--- config.mk ---
export PLATFORM = sky130hd
export DESIGN_NAME = array_mult_driver
export DESIGN_NICKNAME = d
export VERILOG_FILES = /design/src/rtl/array_mult_driver.sv
export SDC_FILE = /design/constraint.sdc
export NUM_CORES = 1
export LEC_CHECK = 0
export BUFFER_PORTS_ARGS = -buffer_cell sky130_fd_sc_hd__clkbuf_2
export CAP_MARGIN = 40
export CORE_MARGIN = 5
export CORE_UTILIZATION = 50
export DETAILED_ROUTE_END_ITERATION = 7
export PLACE_DENSITY = 0.87
export SYNTH_ARGS = -nofsm -noshare
export SYNTH_HDL_FRONTEND = slang
export SYNTH_SLANG_ARGS = --single-unit
--- constraint.sdc ---
create_clock -name clk -period 2.2 [get_ports clk]
set_input_delay 0.44 -clock clk [delete_from_list [all_inputs] [get_ports clk]]
set_output_delay 0.44 -clock clk [all_outputs]
set_load 0.02 [all_outputs]
--- src/rtl/array_mult_driver.sv ---
// Sequencer for the pipelined N-lane array multiplier: it assembles operand vectors
// from a word stream, runs the multiplier pipeline for LAT+1 cycles, then streams the lanes out.
module array_mult_driver #(
  parameter int N   = 4,
  parameter int LAT = 5
) (
  input  logic                 clk,
  input  logic                 rst,
  input  logic                 in_valid,
  output logic                 in_ready,
  input  logic [35:0]          in_data,
  output logic                 out_valid,
  input  logic                 out_ready,
  output logic [35:0]          out_data,
  output logic                 out_last,
  output logic                 busy,
  output logic                 mult_en,
  output logic                 mult_rst,
  output logic [N-1:0][35:0]   mult_dataa,
  output logic [N-1:0][35:0]   mult_datab,
  input  logic [N-1:0][35:0]   mult_result
);

  localparam int KW = $clog2(2 * N);
  localparam int RW = (LAT > 0) ? $clog2(LAT + 1) : 1;
  localparam int JW = (N > 1) ? $clog2(N) : 1;

  typedef enum logic [1:0] {LOAD, RUN, DRAIN} state_t;

  state_t             state_reg, state_next;
  logic [KW-1:0]      k_reg, k_next;
  logic [RW-1:0]      r_reg, r_next;
  logic [JW-1:0]      j_reg, j_next;
  logic               busy_reg;
  logic [N-1:0][35:0] dataa_reg, datab_reg, result_reg;
  logic               load_beat, capture;

  always_ff @(posedge clk) begin
    if (rst) begin
      state_reg <= LOAD;
      k_reg     <= '0;
      r_reg     <= '0;
      j_reg     <= '0;
      busy_reg  <= 1'b0;
    end else begin
      state_reg <= state_next;
      k_reg     <= k_next;
      r_reg     <= r_next;
      j_reg     <= j_next;
      // Idle means back in LOAD with nothing partially loaded.
      busy_reg  <= !(state_next == LOAD && k_next == '0);
    end
  end

  always_comb begin
    state_next = state_reg;
    k_next     = k_reg;
    r_next     = r_reg;
    j_next     = j_reg;
    in_ready   = 1'b0;
    mult_en    = 1'b0;
    out_valid  = 1'b0;
    out_last   = 1'b0;
    load_beat  = 1'b0;
    capture    = 1'b0;
    case (state_reg)
      LOAD: begin
        in_ready  = 1'b1;
        load_beat = in_valid;
        if (in_valid) begin
          if (k_reg == KW'(2 * N - 1)) begin
            state_next = RUN;
            k_next     = '0;
            r_next     = '0;
          end else begin
            k_next = k_reg + 1'b1;
          end
        end
      end
      RUN: begin
        mult_en = 1'b1;
        if (r_reg == RW'(LAT)) begin
          capture    = 1'b1;
          state_next = DRAIN;
          r_next     = '0;
          j_next     = '0;
        end else begin
          r_next = r_reg + 1'b1;
        end
      end
      DRAIN: begin
        out_valid = 1'b1;
        out_last  = (j_reg == JW'(N - 1));
        if (out_ready) begin
          if (j_reg == JW'(N - 1)) begin
            state_next = LOAD;
            j_next     = '0;
          end else begin
            j_next = j_reg + 1'b1;
          end
        end
      end
      default: state_next = LOAD;
    endcase
  end

  // Operand and result lane registers; operands persist until overwritten by a later load.
  for (genvar gi = 0; gi < N; gi++) begin : g_lane
    always_ff @(posedge clk) begin
      if (rst) begin
        dataa_reg[gi]  <= '0;
        datab_reg[gi]  <= '0;
        result_reg[gi] <= '0;
      end else begin
        if (load_beat && k_reg == KW'(gi))
          dataa_reg[gi] <= in_data;
        if (load_beat && k_reg == KW'(N + gi))
          datab_reg[gi] <= in_data;
        if (capture)
          result_reg[gi] <= mult_result[gi];
      end
    end
  end

  assign mult_rst   = rst;
  assign mult_dataa = dataa_reg;
  assign mult_datab = datab_reg;
  assign busy       = busy_reg;
  assign out_data   = (state_reg == DRAIN) ? result_reg[j_reg] : 36'd0;

endmodule

* Yosys cells after proc, flatten, opt, wreduce, memory -nomap -nowiden
Cells that the tools add are included.
** Storage, ports and cells
- Register bits :: 443
- Input bits :: 184
- Output and inout bits :: 330
** Cells by class
- Add/subtract/negate cells :: 3
- Magnitude comparators :: 1
- Equal/unequal tests :: 15
- Muxes and demuxes :: 27
- Reductions and logical operators :: 18
** Operator list (number)
- binary-select mux 36 bit (select 2 bit) :: 1
- two-way mux 36 bit :: 2
- two-way mux 3 bit :: 6
- two-way mux 2 bit :: 8
- equality test 3 bit (second input constant) :: 5
- logical AND 1 bit :: 9
- != test 2 bit (second input constant) :: 4
- two-way mux 1 bit :: 7
- adder 3 x 1 -> 3 bit (second input constant) :: 2
- equality test 3 x 2 -> 1 bit (second input constant) :: 2
- logical NOT 3 bit :: 2
- case mux 2 bit (3 select lines) :: 1
- case mux 3 bit (2 select lines) :: 1
- AND reduction 3 bit :: 2
- equality test 2 bit (second input constant) :: 2
- logical NOT 2 bit :: 2
- case mux 2 bit (2 select lines) :: 1
- nonzero test 2 bit :: 2
- equality test 3 x 1 -> 1 bit (second input constant) :: 1
- less-than comparator 2 x 3 -> 1 bit (second input constant) :: 1
- adder 2 x 1 -> 2 bit (second input constant) :: 1
- equality test 2 x 1 -> 1 bit (second input constant) :: 1
- logical NOT 1 bit :: 1

* Depth between registers and ports, before layout
- Word-level depth :: 7
- Mapped depth :: 7

* Least setup slack after synthesis
OpenSTA, ideal clock, no wires.
- Path kind :: reg-to-output
- Start point :: reg j_reg[0]
- End point :: out out_data[10]
- Data arrival time :: 1484 ps
- Slack :: 276 ps
- Stages on the path, launching flop included :: 5
- Path buffers :: 2
- Cells stage by stage :: dfxtp_1 -> buf_4 -> buf_4 -> mux4_2 -> and2_1
** On the way
- Word-level cells in the longest chain between the ends :: 3
** Ends and longest elaborated chain
- from (decl) :: line 33 : logic [JW-1:0] j_reg, j_next;
- from (signal assigned) :: line 49 : j_reg <= j_next;
- binary-select mux 36 bit (select 2 bit) :: line 129 : assign out_data = (state_reg == DRAIN) ? result_reg[j_reg] : 36'd0;
- two-way mux 36 bit (implied by the code) :: line 129
- two-way mux 36 bit :: line 129
- to (decl) :: line 14 : output logic [35:0] out_data,
No other way between the ends. The select of a mux whose other input is x is not followed.

* Final worst setup path
- Start point :: reg j_reg[0]
- End point :: out out_data[18]
Same word-level chain as after synthesis.

==> results.yml <==
yosys:
  synth_nets: 2343
  synth_xor_area_frac: 0
  synth_top_family_by_area: "compound AO/OA/AOI/OAI gates"
  syn_area_per_cell_sq_um: 8.34
  syn_inst: 2152
  synth_flop_cell: "dfxtp_1"
  synth-async-reset-ratio: 0
  ys_seq_area_frac: 0.494
  synth-simple-area-share: 0.160
  synth_compound_area_frac: 0.225
  muxShareOfSynthArea: 0.0475
  yosys.area_share.adder: 0.00488
  synth_edf_count: 0
  synth-seq-cells: 443
  synth_cell_type_count: 41
  ys_warn_count: 0
  synth_area_sq_um: 17900
power_and_ir_drop:
  sw_frac_of_total: 0.241
  clkPwrFrac: 0.440
  seqPwrFrac: 0.490
  powerDensity_nw_per_um2: 753
  p_int_w: 0.0127
  p_total_w: 0.0167
  p_comb_frac: 0.070
  ir_worst_vdd_mv: 0.775
  switching_power_w: 0.00403
  p_leak_nw: 8.37
grt:
  grt_pass1_vias: 17327
  grt.total_usage: 0.293
  gr-total-overflow: 0
  grt_pass1_wl_mm: 94.6
  grt_max_degree: 148
  antenna_found_initial: 0
routing:
  drt_iter0_drc: 1957
  remaining_drc_errors: 0
  post_drt_wl_per_cell_um: 21.0
  finalWirelength_mm: 62.7
  drtAntennaViolNets: 0
  viasPerCell: 6.18
  dr_total_vias: 18465
  drt_pass1_iterations: 8
worst_setup_path:
  worstPathArrival_ns: 2.07
  end_kind: "primary output"
  slowest_delay_ns: 0.53
  crit_type: "flop to primary output"
  crit_chain: "buf_12 > mux4_2 > and2_1 > buf_2"
  start_kind: "flop"
  r2r_cells: 6
  cp_slowest_cell: "mux4_2"
  timing.rr.start: "k_reg[1]"
  worstPathMaxFanout: 13
  crit_required_ns: 1.76
  timing.rr.end: "mult_dataa[136]"
  r2r_setup_slack_ns: 0.23
cells_and_area:
  n_antenna_cell: 0
  drive_gt1_frac: 0.279
  fin_area_sq_um: 22200
  fillers: 2803
  area_growth_pct: 23.6
  nets: 2688
cts:
  htree_levels: 2
  clkTransAtPathRegs_ns: 0.07
  cts.sinks: 443
  cts_buffer_depth: 3
  cts_tree: "built"
  clk_latency_ns: 0.57
  cts_buffers: 44
  cts_hold_buf: 0
  cts_root_buffer: "clkbuf_16"
placement:
  place.gp.congestion: 0.924
  numPortBuffers: 513
  dp_hpwl_mm: 40.1
  dpl_worst_slack_ns: 0.272
  dpl_cell_area_sq_um: 20600
die:
  coreArea_sq_um: 35500
  rows: 69
  start_util: 0.506
  io_pins: 514
  die_y_um: 199
  dieArea_sq_um: 39800
  die_w_um: 199
timing:
  skew_ns: 0.0213
  timing.final.crit_share: 1.14
  finalSetupViolCount: 36
  tightestPinTransition_ns: 0.718
  drv_slew: 0
  period_needed_ns: 2.51
  fin_ws_ns: -0.313
  rsz0062_at_grt: "true"
  setup_tns_ns: -9.37
  hold_viol: 0
  relSlewSlack: 0.521
  max_freq_ghz: 0.398
flow_run:
  maxCapViolations: 0
min_path:
  hp-class: "input port to flop"
  hold-path-cell-count: 3
  min_to: "result_reg[140]"
  hp-start: "mult_result[140]"
status:
  violations: "negative setup slack"
  outcome: "complete, but fails checks"
cell type report:
class,instances,area [sq um],share of cell area
flip-flops and latches,443,8880,0.400
repair buffers,572,3400,0.153
clock buffers,63,1290,0.0584
multi-input cells,1432,7900,0.356
inverters,4,17.5,0.000790
well taps,461,577,0.0260
clock inverters,11,101,0.00457
through the flow:
step                hold WS [ns]  instances  utilization
global placement           0.441       2905        0.580
finish                    0.0992       2986        0.625
detailed placement         0.446       2906        0.581
CTS                       0.0728       2981        0.622
floorplan                  0.451       2152            -
global route              0.0841       2986        0.625
what timing repair did:
| action | CTS | global route |
|---|---|---|
| gates cloned | 1 | 1 |
| buffers inserted | 0 | 4 |
| setup endpoints to repair | 38 | 37 |
| pin swaps | 0 | 6 |
| gates resized for setup | 6 | 40 |
cells in the final DEF (no fill, tap or decap), types with 4 or more instances in the layout:
master,Yosys,layout
clkinv_2,0,5
nand3_1,361,361
and2_4,0,7
buf_2,79,8
o21ai_1,32,32
o21ai_0,328,328
and2_1,37,30
clkbuf_8,0,8
clkbuf_1,148,9
clkbuf_16,0,47
nor2_1,8,8
clkinvlp_4,0,4
buf_6,1,7
buf_4,21,32
dfxtp_1,443,439
nand2_1,147,147
ha_1,7,6
a21oi_1,439,439
clkbuf_2,3,498
buf_12,0,22
mux4_2,36,36
power by group through the flow:
stage	clock network, W	registers [W]	logic [W]
final	0.00735	0.00818	0.00118
after global routing	0.00775	0.00819	0.00125
after CTS	0.00739	0.00818	0.00116
after detailed placement	0	0.00836	0.00115
after global placement	0	0.00836	0.00113
after floorplan	0	0.00848	0.000519
cells by family (layout without fill, tap and decap cells):
group                      Yosys count  after routing
and+or+nand+nor                    580            580
adders and majority gates            7              7
DFF                                443            443
AOI/OAI and AO/OA                  805            805
buffers and inverters              277            650
muxes                               40             40
worst max-delay path: cells and delay by family, from the launching register on:
kind                   cells  cell delay (ns)
buffers and inverters      2             0.36
flip-flops                 1             0.42
multiplexers               1             0.53
AND/OR/NAND/NOR            1             0.19
metal layers:
metal / vias up / part of all wire / GRT usage
met5: - / 0 / 0
met4: 0 / 0.057 / 0.143
met1: 8632 / 0.35 / 0.364
li1: 8270 / - / -
met3: 233 / 0.13 / 0.0819
met2: 1330 / 0.47 / 0.472
cell usage after synthesis, types with 3 or more instances:
cell | number | share of area
clkbuf_1 | 148 | 0.031
clkbuf_2 | 3 | 0.00084
buf_4 | 21 | 0.0088
nand3b_1 | 3 | 0.0013
buf_2 | 79 | 0.022
nor2_1 | 8 | 0.0017
o21ai_1 | 32 | 0.0089
nor2b_1 | 3 | 0.0010
a21oi_1 | 439 | 0.12
o21ai_0 | 328 | 0.091
inv_1 | 3 | 0.00063
nand2_1 | 147 | 0.031
and2_1 | 37 | 0.013
and3b_1 | 4 | 0.0020
mux2i_1 | 3 | 0.0017
ha_1 | 7 | 0.0049
nand3_1 | 361 | 0.10
buf_1 | 21 | 0.0044
mux4_2 | 36 | 0.045
dfxtp_1 | 443 | 0.49
how the worst max path moves through the flow:
stage | start | end | slack [ns] | cells past startpoint
CTS | j_reg[0] | out_data[33] | -0.33 | 4
detailed placement | j_reg[0] | out_data[18] | 0.27 | 4
global placement | k_reg[0] | mult_dataa[126] | 0.24 | 5
finish | j_reg[0] | out_data[18] | -0.31 | 4
floorplan | j_reg[0] | out_data[10] | 0.28 | 4
global route | j_reg[0] | out_data[15] | -0.37 | 4
(Power assumes the default switching activity.)
